===== src/rtl/jt51_mix_pkg.sv =====
// Shared constants for the jt51 output mixer: default widths and slot numbering.
package jt51_mix_pkg;
  localparam int unsigned ACC_W_DEF   = 19;
  localparam int unsigned OUT_W_DEF   = 16;
  localparam int unsigned OP_W        = 14;
  localparam int unsigned NOISE_W     = 11;
  localparam int unsigned SLOT_W      = 5;
  localparam int unsigned SLOT_LAST   = 31;
  localparam int unsigned SLOT_NOISE  = 31;
  localparam int unsigned NOISE_SHIFT = 3;
endpackage


===== src/rtl/jt51_mix_sat.sv =====
// Combinational signed clamp from an ACC_W-bit sum to an OUT_W-bit sample.
module jt51_mix_sat
  import jt51_mix_pkg::*;
#(
  parameter int unsigned ACC_W = ACC_W_DEF,
  parameter int unsigned OUT_W = OUT_W_DEF
) (
  input  logic signed [ACC_W-1:0] din,
  output logic signed [OUT_W-1:0] dout_c
);

  // Every bit from the sign down to the output MSB must agree for the value to fit
  localparam int unsigned HI_W = ACC_W - OUT_W + 1;

  logic [HI_W-1:0] hi;
  assign hi = din[ACC_W-1:OUT_W-1];

  always_comb begin
    dout_c = din[OUT_W-1:0];
    if (!hi[HI_W-1] && (|hi)) begin
      dout_c = {1'b0, {(OUT_W-1){1'b1}}};
    end else if (hi[HI_W-1] && !(&hi)) begin
      dout_c = {1'b1, {(OUT_W-1){1'b0}}};
    end
  end

endmodule


===== src/rtl/jt51_mix_acc.sv =====
// Per-frame stereo accumulator for the 32 operator slots, clamped to OUT_W at slot 31.
// Define JT51_MIX_NOISE_EN to replace the slot-31 term with the noise sample when ne is set.
module jt51_mix_acc
  import jt51_mix_pkg::*;
#(
  parameter int unsigned ACC_W = ACC_W_DEF,
  parameter int unsigned OUT_W = OUT_W_DEF
) (
  input  logic                      clk,
  input  logic                      rst,
  input  logic                      cen,
  input  logic                      zero,
  input  logic signed [OP_W-1:0]    op_result,
  input  logic                      op_out_en,
  input  logic [1:0]                rl,
  input  logic                      ne,
  input  logic signed [NOISE_W-1:0] noise,
  output logic signed [OUT_W-1:0]   left,
  output logic signed [OUT_W-1:0]   right,
  output logic                      sample
);

  logic [SLOT_W-1:0]       cnt;
  logic                    synced;
  logic signed [ACC_W-1:0] acc_l;
  logic signed [ACC_W-1:0] acc_r;

  logic signed [OP_W-1:0]  term_op_c;
  logic signed [ACC_W-1:0] term_c;
  logic signed [ACC_W-1:0] sum_l_c;
  logic signed [ACC_W-1:0] sum_r_c;
  logic signed [OUT_W-1:0] sat_l_c;
  logic signed [OUT_W-1:0] sat_r_c;
  logic                    last_c;

`ifdef JT51_MIX_NOISE_EN
  logic [SLOT_W-1:0] slot_c;
  assign slot_c    = zero ? '0 : cnt;
  assign term_op_c = (ne && slot_c == SLOT_W'(SLOT_NOISE))
                   ? {noise, {NOISE_SHIFT{1'b0}}} : op_result;
`else
  logic unused_noise_c;
  assign unused_noise_c = ^{ne, noise};
  assign term_op_c      = op_result;
`endif

  assign term_c = {{(ACC_W-OP_W){term_op_c[OP_W-1]}}, term_op_c};

  // A zero always starts a fresh frame, which also discards any partial sum on resync
  assign sum_l_c = (zero ? '0 : acc_l) + ((op_out_en && rl[0]) ? term_c : '0);
  assign sum_r_c = (zero ? '0 : acc_r) + ((op_out_en && rl[1]) ? term_c : '0);
  assign last_c  = synced && !zero && (cnt == SLOT_W'(SLOT_LAST));

  jt51_mix_sat #(.ACC_W(ACC_W), .OUT_W(OUT_W)) u_sat_l (.din(sum_l_c), .dout_c(sat_l_c));
  jt51_mix_sat #(.ACC_W(ACC_W), .OUT_W(OUT_W)) u_sat_r (.din(sum_r_c), .dout_c(sat_r_c));

  // Slot tracking, accumulation and the end-of-frame register step
  always_ff @(posedge clk or posedge rst) begin
    if (rst) begin
      cnt    <= '0;
      synced <= 1'b0;
      acc_l  <= '0;
      acc_r  <= '0;
      left   <= '0;
      right  <= '0;
      sample <= 1'b0;
    end else if (cen) begin
      cnt    <= zero ? SLOT_W'(1) : cnt + SLOT_W'(1);
      sample <= last_c;
      if (zero) begin
        synced <= 1'b1;
      end
      if (last_c) begin
        left  <= sat_l_c;
        right <= sat_r_c;
        acc_l <= '0;
        acc_r <= '0;
      end else if (zero || synced) begin
        acc_l <= sum_l_c;
        acc_r <= sum_r_c;
      end
    end
  end

endmodule


===== config.mk =====
export PLATFORM = sky130hd
export DESIGN_NAME = jt51_mix_acc
export DESIGN_NICKNAME = d
export VERILOG_FILES = /design/src/rtl/jt51_mix_pkg.sv /design/src/rtl/jt51_mix_sat.sv /design/src/rtl/jt51_mix_acc.sv
export SDC_FILE = /design/constraint.sdc
export NUM_CORES = 1
export LEC_CHECK = 0
export CAP_MARGIN = 20
export CORE_MARGIN = 2
export CORE_UTILIZATION = 45
export CTS_BUF_LIST = sky130_fd_sc_hd__clkbuf_16
export DETAILED_ROUTE_END_ITERATION = 6
export GPL_TIMING_DRIVEN = 1
export PLACE_DENSITY = 0.66
export RECOVER_POWER = 25
export SETUP_SLACK_MARGIN = 0.2
export SYNTH_ARGS = -nofsm -noshare
export SYNTH_HDL_FRONTEND = slang
export SYNTH_SLANG_ARGS = --single-unit

===== constraint.sdc =====
create_clock -name clk -period 3.34 [get_ports clk]
set_input_delay 0.668 -clock clk [delete_from_list [all_inputs] [get_ports clk]]
set_output_delay 0.668 -clock clk [all_outputs]
set_load 0.03 [all_outputs]

==> results of run 1 <==
kinds of logic after synthesis:
kind of cell / Yosys count
compound gates: 206
xor+xnor: 33
fa+ha+maj: 40
buf+inv: 52
flops: 77
mux: 3
simple gates: 184
worst max-delay path by stage:
stage / startpoint / end / slack [ps] / cells past startpoint
floorplan: zero / right[0] / 10 / 13
finish: op_result[13] / left[4] / 180 / 13
global route: op_out_en / right[10] / 40 / 15
detailed placement: rl[1] / right[5] / -630 / 13
CTS: op_result[0] / right[5] / 180 / 13
global placement: rl[1] / right[4] / -580 / 13
timing repair:
| item | in CTS | in global routing |
|---|---|---|
| setup buffers | 10 | 12 |
| cloned | 2 | 2 |
| endpoints found under the hold margin | 0 | 0 |
| pin swaps | 32 | 47 |
| resized for setup | 80 | 84 |
| endpoints found under the setup margin | 46 | 31 |
metal layers:
layer / track usage [%] / vias to the layer above / part of all wire [%]
li1: - / 2582 / -
met1: 31.1 / 2655 / 42
met2: 45.3 / 97 / 53
met3: 5.28 / 22 / 3.4
met4: 7.23 / 0 / 1.6
met5: 0 / - / 0
power groups by stage:
| stage | Sequential [mW] | Combinational [mW] | Clock (mW) |
|---|---|---|---|
| final | 1.05 | 0.849 | 1.22 |
| after global routing | 1.06 | 0.919 | 1.26 |
| after CTS | 1.05 | 0.776 | 1.23 |
| after detailed placement | 1.07 | 0.713 | 0 |
| after global placement | 1.06 | 0.692 | 0 |
| after floorplan | 1.05 | 0.450 | 0 |
flip-flops by register name (all words and copies together), names as in the netlist:
name,count
right,16
sample,1
acc_l,19
synced,1
cnt,5
left,16
acc_r,19
synthesized netlist by cell type (all sizes together) (2+ instances only):
cell type | instances | area, µm²
dfrtp | 77 | 1930
a21oi | 53 | 277
nand2 | 52 | 198
nor2b | 44 | 275
ha | 38 | 475
and3 | 37 | 238
a22o | 34 | 298
clkbuf | 27 | 104
o21ai | 27 | 135
xnor2 | 23 | 209
inv | 15 | 56.3
nor2 | 15 | 56.3
a21o | 14 | 105
a22oi | 13 | 97.6
a32oi | 13 | 189
buf | 10 | 71.3
xor2 | 10 | 95.1
o21a | 9 | 67.6
nand3 | 8 | 40.0
nand4 | 7 | 58.8
a211oi | 5 | 57.6
a311oi | 5 | 50.0
and2 | 5 | 33.8
nor3 | 4 | 20.0
o211ai | 4 | 30.0
o21bai | 4 | 30.0
a31oi | 3 | 18.8
a41oi | 3 | 33.8
mux2 | 3 | 37.5
o22ai | 3 | 18.8
or3 | 3 | 18.8
a221oi | 2 | 23.8
fa | 2 | 40.0
nand3b | 2 | 15.0
o2111a | 2 | 22.5
o221ai | 2 | 17.5
o31ai | 2 | 28.8
or2 | 2 | 12.5
per-stage QoR:
step | cells | cell area (µm²)
after floorplan | 595 | 5760
after global placement | 907 | 7320
after detailed placement | 907 | 7320
after CTS | 935 | 8080
after global routing | 949 | 8570
final | 949 | 8570
worst max-delay path: cells and delay by family:
family | cells | cell delay [ps]
XOR/XNOR | 1 | 140
AND/OR/NAND/NOR | 3 | 760
AO/OA/AOI/OAI | 5 | 920
buffers and inverters | 3 | 590
adder cells (fa/ha/maj) | 1 | 310
area by class of cell:
cell class,instances,area share (%)
clock buffer,9,2.63
clock inverter,7,1.61
inverter,15,0.657
multi-input combinational,467,48.6
sequential,77,22.5
tap,168,2.45
timing repair buffer,206,21.6
==> flow_summary.json, run 1 <==
{
  "status": "completed",
  "wl_per_cell_um": 18.5,
  "synth_mux_area_share_pct": 0.670,
  "routed_wl_um": 17600,
  "power_mw": 3.12,
  "htree_levels": 3,
  "multi_input_area_mm2": 0.00416,
  "grt_pass1_wl_um": 26800,
  "num_vias": 5356,
  "final_max_slew_viol_count": 0,
  "synth-xor-area-share_pct": 5.43,
  "syn2layout_area_growth_pct": 53.0,
  "synth_top_family_by_area": "compound AO/OA/AOI/OAI gates",
  "power_switching_mw": 0.885,
  "synth-edff-count": 0,
  "die_x_um": 116,
  "coreArea_mm2": 0.0121,
  "grtUsageTotal_pct": 25.5,
  "whs_path_depth": 2,
  "finalSetupViolCount": 0,
  "vdd_drop_max_uv": 348,
  "yosysSeqAreaShare_pct": 34.4,
  "end_kind": "flop",
  "hpwl_um": 11500,
  "clockRootBuffer": "clkbuf_16",
  "ys_warn_count": 0,
  "skew_ps": 9.05,
  "finalHoldViolCount": 0,
  "reg2reg_depth": 12,
  "fin_ws_ps": 185,
  "pin_count": 66,
  "finalCritPeriodShare_pct": 94.5,
  "start_util_pct": 46.4,
  "p_seq_share_pct": 33.8,
  "gr-total-overflow": 0,
  "yosys.area_share.simple_pct": 18.0,
  "clk_path_buf_depth": 2,
  "regArea_mm2": 0.00193,
  "max_cap_violations": 0,
  "crit_slowest_cell": "ha_1",
  "clkSinkCount": 77,
  "synth_compound_area_share_pct": 28.2,
  "comb_power_share_pct": 27.2,
  "crit_required_ps": 3570,
  "reg2reg_slack_ps": 290,
  "hold_path.class": "flop to flop",
  "die_area_mm2": 0.0134,
  "critPathMaxFanout": 8,
  "hold_buffers": 0,
  "drtIter0Drc": 214,
  "antenna_found_initial": 0,
  "synth_fp_nets": 668,
  "cp_data_arrival_time_ps": 3390,
  "synth_area_mm2": 0.00560,
  "critPathKind": "input port to flop",
  "power_density_mw_per_mm2": 364,
  "layout.nets": 849,
  "fin_setup_tns_ps": 0,
  "finalWeightedCongestion": 0.863,
  "synth_ff_type": "dfrtp_1",
  "r2r-start": "acc_r[0]",
  "period_needed_ps": 3160,
  "path_cells": "dlygate4sd2_1, and3_1, ha_1, or2_2, and2_1, o22ai_2, o31ai_4, a21oi_2, xnor2_2, o31ai_4, buf_12, buf_12, a22oi_1",
  "synthCells": 595,
  "grt_pass1_vias": 5497,
  "intPower_mw": 2.24,
  "worst_pin_slew_ps": 1150,
  "portBuffers": 53,
  "fin_util_pct": 71.0,
  "maxSlewHeadroom_pct": 23.6,
  "drc": 0,
  "cts_tree": "done",
  "fill_cells": 866,
  "r2r-end": "right[10]",
  "hold_start": "acc_l[18]",
  "layout_commonest_cell": "buf_4",
  "fmax_ghz": 0.317,
  "hold_ws_ps": 476,
  "swShare_pct": 28.4,
  "synth_fa_ha_area_share_pct": 9.21,
  "leakagePower_nw": 3.91,
  "ant_nets": 0,
  "path_clk_slew_ps": 60,
  "clock_power_share_pct": 39.0,
  "dieHeight_um": 116,
  "final_cell_mix": "buf_4, dfrtp_1, nand2_1",
  "dp_slack_ps": -635,
  "diodes": 0,
  "synth-seq-cells": 77,
  "worstHoldEndpoint": "acc_l[18]",
  "viasPerCell": 5.64,
  "rows": 40,
  "syn_avg_cell_area_um2": 9.41,
  "numCtsBuffers": 9,
  "drive_gt1_share_pct": 38.5,
  "async_flop_share_pct": 100,
  "start_kind": "input port",
  "slowest_delay_ps": 310,
  "grt_setup_unrepaired": "yes",
  "grt_max_degree": 45,
  "ys_types": 70,
  "insertion_delay_ps": 350,
  "drtPass1Iterations": 4
}
No activity file was read; power rests on OpenSTA's default activity.
==> run 2: changes to the inputs <==
--- a/config.mk
+++ b/config.mk
@@ -6,7 +6,7 @@
 export NUM_CORES = 1
 export LEC_CHECK = 0
 export CAP_MARGIN = 20
-export CORE_MARGIN = 2
+export CORE_MARGIN = 1
 export CORE_UTILIZATION = 45
 export CTS_BUF_LIST = sky130_fd_sc_hd__clkbuf_16
 export DETAILED_ROUTE_END_ITERATION = 6
==> run 2 against run 1 <==
Against the previous run: non-clock buffer count up 2; critical path type unchanged; global-route usage up 0.99 points; flip-flop and latch count unchanged; design area down 0.73%; clock power down 15%.
==> flow_summary.json, run 2 (synthesis gave the netlist of run 1 again) <==
{
  "fmax_ghz": 0.319,
  "path_buf_inv": 3,
  "fin_setup_tns_ps": 0,
  "worst_pin_slew_ps": 1110,
  "start_kind": "input port",
  "critPathTopFamily": "compound AO/OA/AOI/OAI gates",
  "crit_slowest_cell": "ha_2",
  "layout_commonest_cell": "buf_4",
  "grt_pass1_vias": 5591,
  "clk_path_buf_depth": 2,
  "start_util_pct": 46.4,
  "cts_tree": "done",
  "maxSlewHeadroom_pct": 26.1,
  "path_cells": "buf_12, buf_4, and3_1, ha_2, o21ai_2, o211ai_1, a41oi_2, o31ai_2, a21oi_2, xnor2_2, a41oi_4, clkbuf_16, a22oi_2",
  "viasPerCell": 5.82,
  "clockRootBuffer": "clkbuf_16",
  "die_area_mm2": 0.0129,
  "r2r-end": "right[9]",
  "dieHeight_um": 114,
  "drc": 0,
  "pin_count": 66,
  "end_kind": "flop",
  "critPathMaxFanout": 7,
  "htree_levels": 3,
  "clkSinkCount": 77,
  "power_density_mw_per_mm2": 345,
  "antenna_found_initial": 0,
  "vdd_drop_max_uv": 305,
  "finalCritPeriodShare_pct": 93.9,
  "period_needed_ps": 3140,
  "leakagePower_nw": 3.88,
  "drtPass1Iterations": 4,
  "power_mw": 2.94,
  "numCtsBuffers": 9,
  "hpwl_um": 11600,
  "critPathKind": "input port to flop",
  "portBuffers": 53,
  "reg2reg_slack_ps": 290,
  "hold_path.class": "flop to flop",
  "drtIter0Drc": 299,
  "grt_pass1_wl_um": 26700,
  "grt_setup_unrepaired": "yes",
  "diodes": 0,
  "finalHoldViolCount": 0,
  "wl_per_cell_um": 18.4,
  "finalWeightedCongestion": 0.919,
  "insertion_delay_ps": 350,
  "coreArea_mm2": 0.0121,
  "max_cap_violations": 0,
  "layout.nets": 851,
  "grtUsageTotal_pct": 26.4,
  "r2r-start": "acc_r[0]",
  "final_cell_mix": "buf_4, dfrtp_1, nand2_1",
  "final_max_slew_viol_count": 0,
  "crit_required_ps": 3610,
  "cp_data_arrival_time_ps": 3400,
  "num_vias": 5531,
  "gr-total-overflow": 0,
  "slowest_delay_ps": 340,
  "die_x_um": 114,
  "status": "completed",
  "rows": 40,
  "startpoint": "op_out_en",
  "finalSetupViolCount": 0,
  "skew_ps": 9.07,
  "reg2reg_depth": 12,
  "syn2layout_area_growth_pct": 51.9,
  "routed_wl_um": 17500,
  "hold_start": "acc_l[18]",
  "worstHoldEndpoint": "acc_l[18]",
  "ant_nets": 0,
  "reg_top3": "acc_l (19), acc_r (19)",
  "whs_path_depth": 2,
  "drive_gt1_share_pct": 37.8,
  "path_clk_slew_ps": 60,
  "grt_max_degree": 44
}
## run 2: power by group
group | leakage, nW | switching, mW | internal (mW) | total (mW)
clock | 0.155 | 0.393 | 0.644 | 1.04
sequential | 1.04 | 0.0466 | 1.01 | 1.06
combinational | 2.69 | 0.418 | 0.425 | 0.844
## run 2: final cells by class
type,instances,area [µm²]
Fill cell,865,3560
Timing Repair Buffer,208,1880
Clock buffer,9,225
Inverter,15,56.3
Tap cell,168,210
Sequential cell,77,1930
Multi-Input combinational cell,467,4120
Clock inverter,7,81.3
## run 2: worst max-delay path by stage
stage,endpoint,depth (start not counted)
final,left[10],13
after global routing,left[10],14
after CTS,left[10],14
after detailed placement,left[10],14
after global placement,right[3],13
after floorplan,right[0],13
## run 2: what timing repair did
item	in CTS	in global routing
gates resized for setup	87	73
setup endpoints to repair	48	34
hold buffers	0	0
pin swaps	30	55
cloned	3	2
hold endpoints to repair	0	0
buffers inserted	13	12
## run 2: through the flow
step	utilization (%)	hold WS, ps	cell area, µm²	instances	setup slack [ps]
after global routing	70.5	512	8500	951	71.9
after CTS	66.5	484	8030	937	187
final	70.5	479	8500	951	203
after floorplan	-	442	5760	595	9.60
after detailed placement	60.2	470	7270	905	-690
after global placement	60.2	458	7270	905	-614
## run 2: metal layers
layer	track usage, %	vias to the layer above	wire [µm]
met5	0	-	0
li1	-	2576	-
met3	3.93	35	688
met4	11.1	0	485
met2	46.8	174	8990
met1	32.0	2746	7290
## run 2: tightest hold or removal path, cell delays in order (launching register included)
cell and delay [ps]:
dfrtp_1 340, nand2_1 40, o21ai_0 60
